File: src/rtl/slot_rom_arbiter_if.sv
// CPU-side bus and card select lines of the slot ROM arbiter.
// The master modport belongs to the CPU/bus side and the slave modport to the arbiter.
interface slot_rom_arbiter_if;
  logic        BUS_CE;
  logic [15:0] ADDRESS;
  logic        RW_N;
  logic [6:0]  IO_SELECT_N;
  logic [6:0]  DEVICE_SELECT_N;
  logic [6:0]  IO_STROBE_N;
  logic [2:0]  C8_OWNER;
  logic        INT_ROM_SEL;
  logic        INTCXROM;
  logic        SLOTC3ROM;
  logic        INTC8ROM;
  logic        STATUS_OE;
  logic        STATUS_D7;

  modport master (
    output BUS_CE, ADDRESS, RW_N,
    input  IO_SELECT_N, DEVICE_SELECT_N, IO_STROBE_N, C8_OWNER, INT_ROM_SEL,
           INTCXROM, SLOTC3ROM, INTC8ROM, STATUS_OE, STATUS_D7
  );

  modport slave (
    input  BUS_CE, ADDRESS, RW_N,
    output IO_SELECT_N, DEVICE_SELECT_N, IO_STROBE_N, C8_OWNER, INT_ROM_SEL,
           INTCXROM, SLOTC3ROM, INTC8ROM, STATUS_OE, STATUS_D7
  );
endinterface

File: src/rtl/slot_rom_arbiter.sv
// Apple IIe slot ROM arbiter: decodes $Cn00/$C800/$C0nx selects, tracks the $C800
// window owner and holds the INTCXROM / SLOTC3ROM / INTC8ROM soft switches.
module slot_rom_arbiter #(
  parameter logic [6:0] SLOT_MASK = 7'b0000010,
  parameter bit         IIE_MODE  = 1'b1
) (
  input logic          CLK_14M,
  input logic          RESET,
  slot_rom_arbiter_if.slave bus
);

  function automatic logic [6:0] slot_sel_n(input logic [2:0] slot);
    logic [6:0] sel;
    sel = 7'b1111111;
    if (slot != 3'd0) begin
      sel[slot - 3'd1] = 1'b0;
    end else begin
      sel = 7'b1111111;
    end
    return sel;
  endfunction

  function automatic logic slot_present(input logic [2:0] slot);
    logic [6:0] mask_v;
    logic       hit;
    mask_v = SLOT_MASK;
    if (slot != 3'd0) begin
      hit = mask_v[slot - 3'd1];
    end else begin
      hit = 1'b0;
    end
    return hit;
  endfunction

  logic [2:0] owner_r, owner_s;
  logic       intcxrom_r, intcxrom_s;
  logic       slotc3rom_r, slotc3rom_s;
  logic       intc8rom_r, intc8rom_s;

  logic [2:0] cn_slot_s, dev_slot_s;
  logic       is_cn_s, is_c8_s, is_dev_s;
  logic [6:0] io_select_n_s, device_select_n_s, io_strobe_n_s;
  logic       int_rom_sel_s, status_oe_s, status_d7_s;

  // Address decode, select generation and next-state for owner and soft switches
  always_comb begin
    owner_s           = owner_r;
    intcxrom_s        = intcxrom_r;
    slotc3rom_s       = slotc3rom_r;
    intc8rom_s        = intc8rom_r;
    io_select_n_s     = 7'b1111111;
    device_select_n_s = 7'b1111111;
    io_strobe_n_s     = 7'b1111111;
    int_rom_sel_s     = 1'b0;
    status_oe_s       = 1'b0;
    status_d7_s       = 1'b0;

    cn_slot_s  = bus.ADDRESS[10:8];
    dev_slot_s = bus.ADDRESS[6:4];
    is_cn_s    = (bus.ADDRESS[15:11] == 5'b11000) && (cn_slot_s != 3'd0);
    is_c8_s    = (bus.ADDRESS[15:11] == 5'b11001);
    is_dev_s   = (bus.ADDRESS[15:8] == 8'hC0) && bus.ADDRESS[7] && (dev_slot_s != 3'd0);

    if (is_dev_s && slot_present(dev_slot_s)) begin
      device_select_n_s = slot_sel_n(dev_slot_s);
    end else begin
      device_select_n_s = 7'b1111111;
    end

    if (is_cn_s) begin
      if (intcxrom_r) begin
        int_rom_sel_s = 1'b1;
      end else if ((cn_slot_s == 3'd3) && !slotc3rom_r) begin
        // Internal $C3 ROM claims the $C800 window for itself
        int_rom_sel_s = 1'b1;
        if (bus.BUS_CE) begin
          intc8rom_s = 1'b1;
        end else begin
          intc8rom_s = intc8rom_r;
        end
      end else if (slot_present(cn_slot_s)) begin
        io_select_n_s = slot_sel_n(cn_slot_s);
        if (bus.BUS_CE) begin
          owner_s    = cn_slot_s;
          intc8rom_s = 1'b0;
        end else begin
          owner_s    = owner_r;
        end
      end else begin
        io_select_n_s = 7'b1111111;
      end
    end else if (is_c8_s) begin
      if (intcxrom_r || intc8rom_r) begin
        int_rom_sel_s = 1'b1;
      end else begin
        io_strobe_n_s = slot_sel_n(owner_r);
      end
      // $CFFF strobes the current owner in this cycle, then releases the window
      if (bus.BUS_CE && (bus.ADDRESS[10:0] == 11'h7FF)) begin
        owner_s    = 3'd0;
        intc8rom_s = 1'b0;
      end else begin
        owner_s    = owner_r;
      end
    end else begin
      if (IIE_MODE && bus.BUS_CE && !bus.RW_N) begin
        case (bus.ADDRESS)
          16'hC006: intcxrom_s  = 1'b0;
          16'hC007: intcxrom_s  = 1'b1;
          16'hC00A: slotc3rom_s = 1'b0;
          16'hC00B: slotc3rom_s = 1'b1;
          default:  intcxrom_s  = intcxrom_r;
        endcase
      end else begin
        intcxrom_s = intcxrom_r;
      end
      if (IIE_MODE && bus.RW_N && ((bus.ADDRESS == 16'hC015) || (bus.ADDRESS == 16'hC017))) begin
        status_oe_s = 1'b1;
        status_d7_s = bus.ADDRESS[1] ? slotc3rom_r : intcxrom_r;
      end else begin
        status_oe_s = 1'b0;
      end
    end

    // Hold every card deselected while reset is asserted
    if (RESET) begin
      io_select_n_s     = 7'b1111111;
      device_select_n_s = 7'b1111111;
      io_strobe_n_s     = 7'b1111111;
      int_rom_sel_s     = 1'b0;
      status_oe_s       = 1'b0;
      status_d7_s       = 1'b0;
    end else begin
      status_d7_s       = status_d7_s;
    end
  end

  // Window owner and soft switch registers
  always_ff @(posedge CLK_14M) begin
    if (RESET) begin
      owner_r     <= 3'd0;
      intcxrom_r  <= 1'b0;
      slotc3rom_r <= 1'b0;
      intc8rom_r  <= 1'b0;
    end else begin
      owner_r     <= owner_s;
      intcxrom_r  <= intcxrom_s;
      slotc3rom_r <= slotc3rom_s;
      intc8rom_r  <= intc8rom_s;
    end
  end

  assign bus.IO_SELECT_N     = io_select_n_s;
  assign bus.DEVICE_SELECT_N = device_select_n_s;
  assign bus.IO_STROBE_N     = io_strobe_n_s;
  assign bus.INT_ROM_SEL     = int_rom_sel_s;
  assign bus.STATUS_OE       = status_oe_s;
  assign bus.STATUS_D7       = status_d7_s;
  assign bus.C8_OWNER        = owner_r;
  assign bus.INTCXROM        = intcxrom_r;
  assign bus.SLOTC3ROM       = slotc3rom_r;
  assign bus.INTC8ROM        = intc8rom_r;

endmodule

File: src/flat_wrapper.sv
// flat-port wrapper written by rule: the top's interface ports become plain ports
module slot_rom_arbiter_flat 
#(
  parameter logic [6:0] SLOT_MASK = 7'b0000010,
  parameter bit         IIE_MODE  = 1'b1
)
  (CLK_14M, RESET, bus_BUS_CE, bus_ADDRESS, bus_RW_N, bus_IO_SELECT_N, bus_DEVICE_SELECT_N, bus_IO_STROBE_N, bus_C8_OWNER, bus_INT_ROM_SEL, bus_INTCXROM, bus_SLOTC3ROM, bus_INTC8ROM, bus_STATUS_OE, bus_STATUS_D7);
  slot_rom_arbiter_if bus_i ();
  input logic CLK_14M;
  input logic RESET;
  input wire logic [$bits(bus_i.BUS_CE)-1:0] bus_BUS_CE;
  input wire logic [$bits(bus_i.ADDRESS)-1:0] bus_ADDRESS;
  input wire logic [$bits(bus_i.RW_N)-1:0] bus_RW_N;
  output wire logic [$bits(bus_i.IO_SELECT_N)-1:0] bus_IO_SELECT_N;
  output wire logic [$bits(bus_i.DEVICE_SELECT_N)-1:0] bus_DEVICE_SELECT_N;
  output wire logic [$bits(bus_i.IO_STROBE_N)-1:0] bus_IO_STROBE_N;
  output wire logic [$bits(bus_i.C8_OWNER)-1:0] bus_C8_OWNER;
  output wire logic [$bits(bus_i.INT_ROM_SEL)-1:0] bus_INT_ROM_SEL;
  output wire logic [$bits(bus_i.INTCXROM)-1:0] bus_INTCXROM;
  output wire logic [$bits(bus_i.SLOTC3ROM)-1:0] bus_SLOTC3ROM;
  output wire logic [$bits(bus_i.INTC8ROM)-1:0] bus_INTC8ROM;
  output wire logic [$bits(bus_i.STATUS_OE)-1:0] bus_STATUS_OE;
  output wire logic [$bits(bus_i.STATUS_D7)-1:0] bus_STATUS_D7;
  assign bus_i.BUS_CE = bus_BUS_CE;
  assign bus_i.ADDRESS = bus_ADDRESS;
  assign bus_i.RW_N = bus_RW_N;
  assign bus_IO_SELECT_N = bus_i.IO_SELECT_N;
  assign bus_DEVICE_SELECT_N = bus_i.DEVICE_SELECT_N;
  assign bus_IO_STROBE_N = bus_i.IO_STROBE_N;
  assign bus_C8_OWNER = bus_i.C8_OWNER;
  assign bus_INT_ROM_SEL = bus_i.INT_ROM_SEL;
  assign bus_INTCXROM = bus_i.INTCXROM;
  assign bus_SLOTC3ROM = bus_i.SLOTC3ROM;
  assign bus_INTC8ROM = bus_i.INTC8ROM;
  assign bus_STATUS_OE = bus_i.STATUS_OE;
  assign bus_STATUS_D7 = bus_i.STATUS_D7;
  slot_rom_arbiter #(.SLOT_MASK(SLOT_MASK), .IIE_MODE(IIE_MODE)) u_core (.CLK_14M(CLK_14M), .RESET(RESET), .bus(bus_i));
endmodule
File: config.mk
export PLATFORM = sky130hd
export DESIGN_NAME = slot_rom_arbiter_flat
export DESIGN_NICKNAME = d
export VERILOG_FILES = /design/src/rtl/slot_rom_arbiter_if.sv /design/src/rtl/slot_rom_arbiter.sv /design/src/flat_wrapper.sv
export SDC_FILE = /design/constraint.sdc
export NUM_CORES = 1
export LEC_CHECK = 0
export CAP_MARGIN = 40
export CORE_MARGIN = 2
export CORE_UTILIZATION = 39
export CTS_CLUSTER_DIAMETER = 100
export DETAILED_ROUTE_END_ITERATION = 16
export PLACE_DENSITY = 0.81
export RECOVER_POWER = 100
export SLEW_MARGIN = 20
export SYNTH_ARGS = -nofsm -noshare
export SYNTH_HDL_FRONTEND = slang
export SYNTH_SLANG_ARGS = --single-unit
File: constraint.sdc
create_clock -name CLK_14M -period 6.8 [get_ports CLK_14M]
set_clock_uncertainty 0.1 [all_clocks]
set_input_delay 2.04 -clock CLK_14M [delete_from_list [all_inputs] [get_ports CLK_14M]]
set_output_delay 2.04 -clock CLK_14M [all_outputs]
set_load 0.02 [all_outputs]
==> results.py, run 1 <==
metrics = {
    "clock_tree": {
        "clkSlewWorstSetupHoldPaths_ps": 50,
        "cts_sinks": 6,
        "hold_buffers": 0,
        "clockRootBuffer": "clkbuf_4",
        "htreeDepth": 1,
        "clk_path_buf_depth": 2,
        "cts_buffers": 3,
        "insertion_delay_ps": 250,
        "cts_tree": "done",
    },
    "floorplan": {
        "initial_core_util": 0.411,
        "die-height_um": 52.1,
        "die-area_um2": 2710,
        "rows": 17,
        "ios": 50,
        "dieWidth_um": 52.1,
        "core_area_um2": 2190,
    },
    "setup_path": {
        "slowest_delay_ps": 720,
        "crit_path_end_kind": "output port",
        "path_buf_inv": 3,
        "crit_slowest_cell": "dlygate4sd3_1",
        "critPathRequiredTime_ps": 4660,
        "reg2regPathDepth": 5,
        "reg2reg_from": "u_core.bus.SLOTC3ROM$_SDFFE_PP0P_",
        "crit_start": "bus_ADDRESS[8]",
        "start_kind": "input pin",
        "arrival_ps": 4440,
        "crit_type": "in -> out",
        "rrSetupSlack_ps": 5060,
        "reg2reg_to": "u_core.bus.C8_OWNER[0]$_SDFFE_PP0P_",
        "path_cells": "clkdlybuf4s50_1, inv_1, ha_1, or4b_1, nor4_1, dlygate4sd3_1",
        "cp_max_fo": 6,
        "critPathTopFamily": "buffers and inverters",
    },
    "routing": {
        "ant_nets": 0,
        "wl_per_cell_um": 13.0,
        "vias": 1026,
        "firstDrtPassIters": 4,
        "avgViaCountPerCell": 5.34,
        "drt-initial-drc-count": 12,
        "drc_errors": 0,
        "drt-total-wl_mm": 2.49,
    },
    "layout": {
        "drive_gt1_frac": 0.0610,
        "layout.nets": 197,
        "layout_common_cells": "clkdlybuf4s50_1, dlygate4sd3_1, nand2_1",
        "final_common_cell": "clkdlybuf4s50_1",
        "syn_to_final_growth_pct": 47.4,
        "antenna_cells": 0,
    },
    "global_route": {
        "grt_pass1_vias": 1005,
        "grt_first_pass_wirelength_mm": 4.11,
        "grtUsageTotal": 0.202,
        "grt_overflow": 0,
        "grt_max_degree": 11,
        "antenna_found_initial": 0,
    },
    "min_path": {
        "hold_start": "u_core.bus.C8_OWNER[1]$_SDFFE_PP0P_",
        "min_path_cells": 2,
        "hp-class": "reg -> reg",
        "holdPathEnd": "u_core.bus.C8_OWNER[1]$_SDFFE_PP0P_",
    },
    "synth": {
        "netlist_instances": 120,
        "ys_async_sr_fraction": 0,
        "ys_seq_area_frac": 0.133,
        "synth_edf_count": 0,
        "ys_seq_elements": 6,
        "syn_area_um2": 901,
        "syn_area_per_cell_um2": 7.51,
        "ys_types": 36,
        "ys.flop_type": "dfxtp_1",
        "yosys_warnings": 0,
    },
    "run_status": {
        "status": "finished, final reports clean",
    },
    "timing": {
        "post-route-min-period_ps": 6580,
        "fin_ws_ps": 219,
        "setup_violations": 0,
        "hold_viol": 0,
        "setup_tns_ps": 0,
        "max_freq_mhz": 152,
        "drv_slew": 0,
        "period_share": 0.968,
        "rsz0062_at_grt": "no",
    },
    "placement": {
        "io_buffer_count": 43,
        "dp_slack_ps": 2.14,
        "place_hpwl_mm": 2.09,
        "routabilityCongestion": 0.813,
    },
    "pwr": {
        "powerDensity_nw_per_um2": 77.7,
        "peakVddDrop_uv": 69.4,
        "leakagePower_nw": 0.496,
    },
    "flow_run": {
        "maxCapViolCount": 0,
    },
}
worst max path at each step:
stage,end,slack [ps],cells after the start
after detailed placement,bus_IO_SELECT_N[2],2,7
after CTS,bus_IO_SELECT_N[2],7,7
final,bus_STATUS_D7,220,6
after global placement,bus_IO_SELECT_N[3],140,7
after global routing,bus_STATUS_D7,40,6
after floorplan,bus_INT_ROM_SEL,1020,7
synthesized netlist by cell type (2+ instances only):
| cell type | count | area share |
|---|---|---|
| a21oi_1 | 4 | 0.022 |
| buf_2 | 2 | 0.011 |
| buf_4 | 6 | 0.050 |
| dfxtp_1 | 6 | 0.13 |
| ha_1 | 11 | 0.15 |
| inv_1 | 9 | 0.037 |
| mux2_2 | 3 | 0.037 |
| mux2i_1 | 4 | 0.044 |
| nand2_1 | 12 | 0.050 |
| nand3_1 | 6 | 0.033 |
| nand3b_1 | 3 | 0.025 |
| nand4_1 | 4 | 0.028 |
| nor2_1 | 9 | 0.037 |
| nor2b_1 | 4 | 0.028 |
| nor3_1 | 5 | 0.028 |
| nor3b_1 | 3 | 0.025 |
| nor4_1 | 3 | 0.021 |
| o21ai_0 | 2 | 0.011 |
| or3_1 | 6 | 0.042 |
| or4_1 | 2 | 0.017 |
per-layer routing:
| metal | track usage | vias up | wire (um) |
|---|---|---|---|
| li1 | - | 511 | - |
| met2 | 0.392 | 46 | 1290 |
| met3 | 0.0489 | 5 | 173 |
| met1 | 0.209 | 464 | 993 |
| met4 | 0.0614 | 0 | 33 |
| met5 | 0 | - | 0 |
power breakdown:
| part | switching [mW] | leakage [nW] | internal (mW) |
|---|---|---|---|
| clock network | 0.0136 | 0.0138 | 0.0200 |
| logic | 0.0172 | 0.434 | 0.0170 |
| registers | 0.0000194 | 0.0483 | 0.0353 |
worst reg2reg max path, stage by stage, from the launching register on:
cell and delay (ps):
dfxtp_1 410, nor2b_1 80, o311ai_0 450, o21ba_1 240, nor2_1 70, mux2_2 280
stage by stage:
| stage | util | cell area (um2) | cells | hold WS (ps) | power (mW) |
|---|---|---|---|---|---|
| global route | 0.606 | 1330 | 192 | 456 | 0.109 |
| detailed placement | 0.612 | 1340 | 189 | 398 | 0.0699 |
| CTS | 0.623 | 1360 | 192 | 404 | 0.104 |
| global placement | 0.612 | 1340 | 189 | 380 | 0.0687 |
| floorplan | - | 920 | 125 | 462 | 0.0547 |
| finish | 0.606 | 1330 | 192 | 400 | 0.103 |
cells by family after synthesis:
group / count (synthesis) / synth area share
simple gates: 65 / 0.431
buf+inv: 18 / 0.103
compound gates: 12 / 0.0945
fa+ha+maj: 11 / 0.153
mux: 7 / 0.0819
flops: 6 / 0.133
other cells: 1 / 0.00416
flip-flops by register name, indices dropped and copies added (netlist names):
register	cells
u_core.bus.INTC8ROM	1
u_core.bus.SLOTC3ROM	1
u_core.bus.INTCXROM	1
u_core.bus.C8_OWNER	3
layout make-up:
| type | instances | area, um2 |
|---|---|---|
| Clock buffer | 3 | 22.5 |
| Fill cell | 204 | 863 |
| Inverter | 9 | 33.8 |
| Multi-Input combinational cell | 101 | 706 |
| Sequential cell | 6 | 120 |
| Tap cell | 28 | 35.0 |
| Timing Repair Buffer | 45 | 410 |
repair_timing:
action / CTS / global route
gates resized for setup: 0 / 6
buffers inserted: 0 / 0
endpoints found under the setup margin: 0 / 6
Power figures use the tool's default switching activity.
==> inputs of run 2 (changes only) <==
--- a/config.mk
+++ b/config.mk
@@ -10,7 +10,7 @@
 export CORE_UTILIZATION = 39
 export CTS_CLUSTER_DIAMETER = 100
 export DETAILED_ROUTE_END_ITERATION = 16
-export PLACE_DENSITY = 0.81
+export PLACE_DENSITY = 0.88
 export RECOVER_POWER = 100
 export SLEW_MARGIN = 20
 export SYNTH_ARGS = -nofsm -noshare
==> run 2 against run 1 <==
Compared with the run above:
- routed wire length is 2.0% higher
- sequential power hardly changed
- flip-flop and latch count stayed put
- register-to-register slack hardly changed
- core utilization is 0.17 points higher
- design area is 0.28% higher
- first-iteration DRC count is 58% higher
- non-clock buffer count stayed put
- via count is 3.2% higher
- combinational power is 2% higher
- hold slack worse by 6.8 ps
- critical path type unchanged
==> results.py, run 2 (synthesis results as in run 1) <==
metrics = {
    "layout": {
        "syn_to_final_growth_pct": 47.8,
        "layout_common_cells": "clkdlybuf4s50_1, dlygate4sd3_1, nand2_1",
        "largest_reg_flops": 3,
        "final_common_cell": "clkdlybuf4s50_1",
        "final_cells": 192,
        "layout.nets": 197,
        "drive_gt1_frac": 0.0610,
        "antenna_cells": 0,
    },
    "clock_tree": {
        "cts_buffers": 3,
        "clockRootBuffer": "clkbuf_4",
        "cts_tree": "done",
        "post_cts_buffers": 0,
        "insertion_delay_ps": 250,
        "clkSlewWorstSetupHoldPaths_ps": 50,
        "cts_sinks": 6,
        "clk_path_buf_depth": 2,
        "htreeDepth": 1,
    },
    "setup_path": {
        "crit_slowest_cell": "clkdlybuf4s50_1",
        "arrival_ps": 4500,
        "path_buf_inv": 3,
        "worst_path_most_repeated_cell": "clkdlybuf4s50_1",
        "critPathRequiredTime_ps": 4660,
        "crit_type": "in -> out",
        "critPathTopFamily": "buffers and inverters",
        "crit_path_end_kind": "output port",
        "cp_max_fo": 6,
        "cp-endpoint": "bus_DEVICE_SELECT_N[1]",
        "rrSetupSlack_ps": 5050,
        "reg2reg_to": "u_core.bus.C8_OWNER[0]$_SDFFE_PP0P_",
        "path_cells": "clkdlybuf4s50_1, inv_1, ha_1, nor2b_1, nand3_1, nor3_1, o2111ai_1, clkdlybuf4s50_1",
        "crit_start": "bus_ADDRESS[8]",
        "critical_path_depth": 8,
        "reg2reg_from": "u_core.bus.SLOTC3ROM$_SDFFE_PP0P_",
        "reg2regPathDepth": 5,
        "start_kind": "input pin",
        "slowest_delay_ps": 570,
    },
    "pwr": {
        "powerDensity_nw_per_um2": 79.2,
        "seq_power_share": 0.335,
        "peakVddDrop_uv": 54.2,
        "switching_share": 0.311,
        "switchingPower_mw": 0.0328,
        "p_int_mw": 0.0726,
        "pwr-share-clk": 0.334,
        "p_comb_frac": 0.331,
        "leakagePower_nw": 0.507,
        "power_mw": 0.105,
    },
    "placement": {
        "place_hpwl_mm": 2.08,
        "io_buffer_count": 43,
        "place_inst": 189,
        "routabilityCongestion": 0.833,
        "dp_slack_ps": -20.3,
    },
    "floorplan": {
        "die-area_um2": 2710,
        "rows": 17,
        "initial_core_util": 0.411,
        "ios": 50,
        "dieWidth_um": 52.1,
        "die-height_um": 52.1,
        "core_area_um2": 2190,
    },
    "timing": {
        "drv_slew": 0,
        "hold_viol": 0,
        "setup_violations": 0,
        "rsz0062_at_grt": "no",
        "period_share": 0.976,
        "fin_ws_ps": 162,
        "max_freq_mhz": 151,
        "post-route-min-period_ps": 6640,
    },
    "routing": {
        "firstDrtPassIters": 4,
        "vias": 1059,
        "drc_errors": 0,
        "avgViaCountPerCell": 5.52,
        "wl_per_cell_um": 13.2,
        "drt-total-wl_mm": 2.54,
        "ant_nets": 0,
        "drt-initial-drc-count": 19,
    },
    "flow_run": {
        "maxCapViolCount": 0,
    },
    "min_path": {
        "min_path_cells": 2,
        "hp-class": "reg -> reg",
    },
    "global_route": {
        "grt_overflow": 0,
        "grt_max_degree": 11,
        "grt_first_pass_wirelength_mm": 4.04,
        "antenna_found_initial": 0,
        "grtUsageTotal": 0.198,
        "grt_pass1_vias": 945,
    },
    "run_status": {
        "status": "finished, final reports clean",
    },
}
-- run 2: metal layers --
| metal | GRT usage | vias up | share of wire | routed length, um |
|---|---|---|---|---|
| met4 | 0.0614 | 0 | 0.015 | 38 |
| met3 | 0.0431 | 5 | 0.063 | 161 |
| met2 | 0.359 | 53 | 0.51 | 1310 |
| met1 | 0.229 | 486 | 0.41 | 1040 |
| met5 | 0 | - | 0 | 0 |
| li1 | - | 515 | - | - |
-- run 2: timing repair --
action,4_1_cts,5_1_grt
endpoints found under the hold margin,0,0
hold buffers,0,0
setup endpoints to repair,1,4
gates resized for setup,1,4
-- run 2: area by class of cell --
cell class,count,area (um2)
Fill cell,203,860
Sequential cell,6,120
Clock buffer,3,22.5
Multi-Input combinational cell,101,701
Inverter,9,33.8
Timing Repair Buffer,45,419
Tap cell,28,35.0
-- run 2: worst register-to-register path: cells and delay by family, from the launching register on --
kind	cells	cell delay [ps]
DFF	1	410
muxes	1	280
AOI/OAI and AO/OA	2	680
and+or+nand+nor	2	170
-- run 2: how the worst min path moves through the flow --
stage,start,end
2_1_floorplan,u_core.bus.C8_OWNER[1]$_SDFFE_PP0P_,u_core.bus.C8_OWNER[1]$_SDFFE_PP0P_
3_3_place_gp,u_core.bus.C8_OWNER[1]$_SDFFE_PP0P_,u_core.bus.C8_OWNER[1]$_SDFFE_PP0P_
3_5_place_dp,u_core.bus.C8_OWNER[1]$_SDFFE_PP0P_,u_core.bus.C8_OWNER[1]$_SDFFE_PP0P_
4_1_cts,u_core.bus.C8_OWNER[1]$_SDFFE_PP0P_,u_core.bus.C8_OWNER[1]$_SDFFE_PP0P_
5_1_grt,u_core.bus.C8_OWNER[1]$_SDFFE_PP0P_,u_core.bus.C8_OWNER[1]$_SDFFE_PP0P_
6_report,u_core.bus.C8_OWNER[1]$_SDFFE_PP0P_,u_core.bus.C8_OWNER[1]$_SDFFE_PP0P_
-- run 2: through the flow --
stage,util,TNS [ps],instance area (um2),hold slack (ps)
3_5_place_dp,0.612,-20.3,1340,387
5_1_grt,0.608,0,1330,412
4_1_cts,0.622,0,1360,396
6_report,0.608,0,1330,393
2_1_floorplan,-,0,920,462
3_3_place_gp,0.612,0,1340,379
-- run 2: power groups by stage --
stage / Combinational, mW / Sequential (mW) / Clock, mW
detailed placement: 0.0344 / 0.0360 / 0
floorplan: 0.0187 / 0.0360 / 0
global route: 0.0377 / 0.0352 / 0.0380
CTS: 0.0345 / 0.0353 / 0.0359
global placement: 0.0330 / 0.0360 / 0
finish: 0.0349 / 0.0353 / 0.0353
==> inputs of run 3 (changes only) <==
--- a/config.mk
+++ b/config.mk
@@ -8,7 +8,6 @@
 export CAP_MARGIN = 40
 export CORE_MARGIN = 2
 export CORE_UTILIZATION = 39
-export CTS_CLUSTER_DIAMETER = 100
 export DETAILED_ROUTE_END_ITERATION = 16
 export PLACE_DENSITY = 0.88
 export RECOVER_POWER = 100
==> results of run 3 <==
No change in the layout: final DEF, timing and power equal those of run 2.
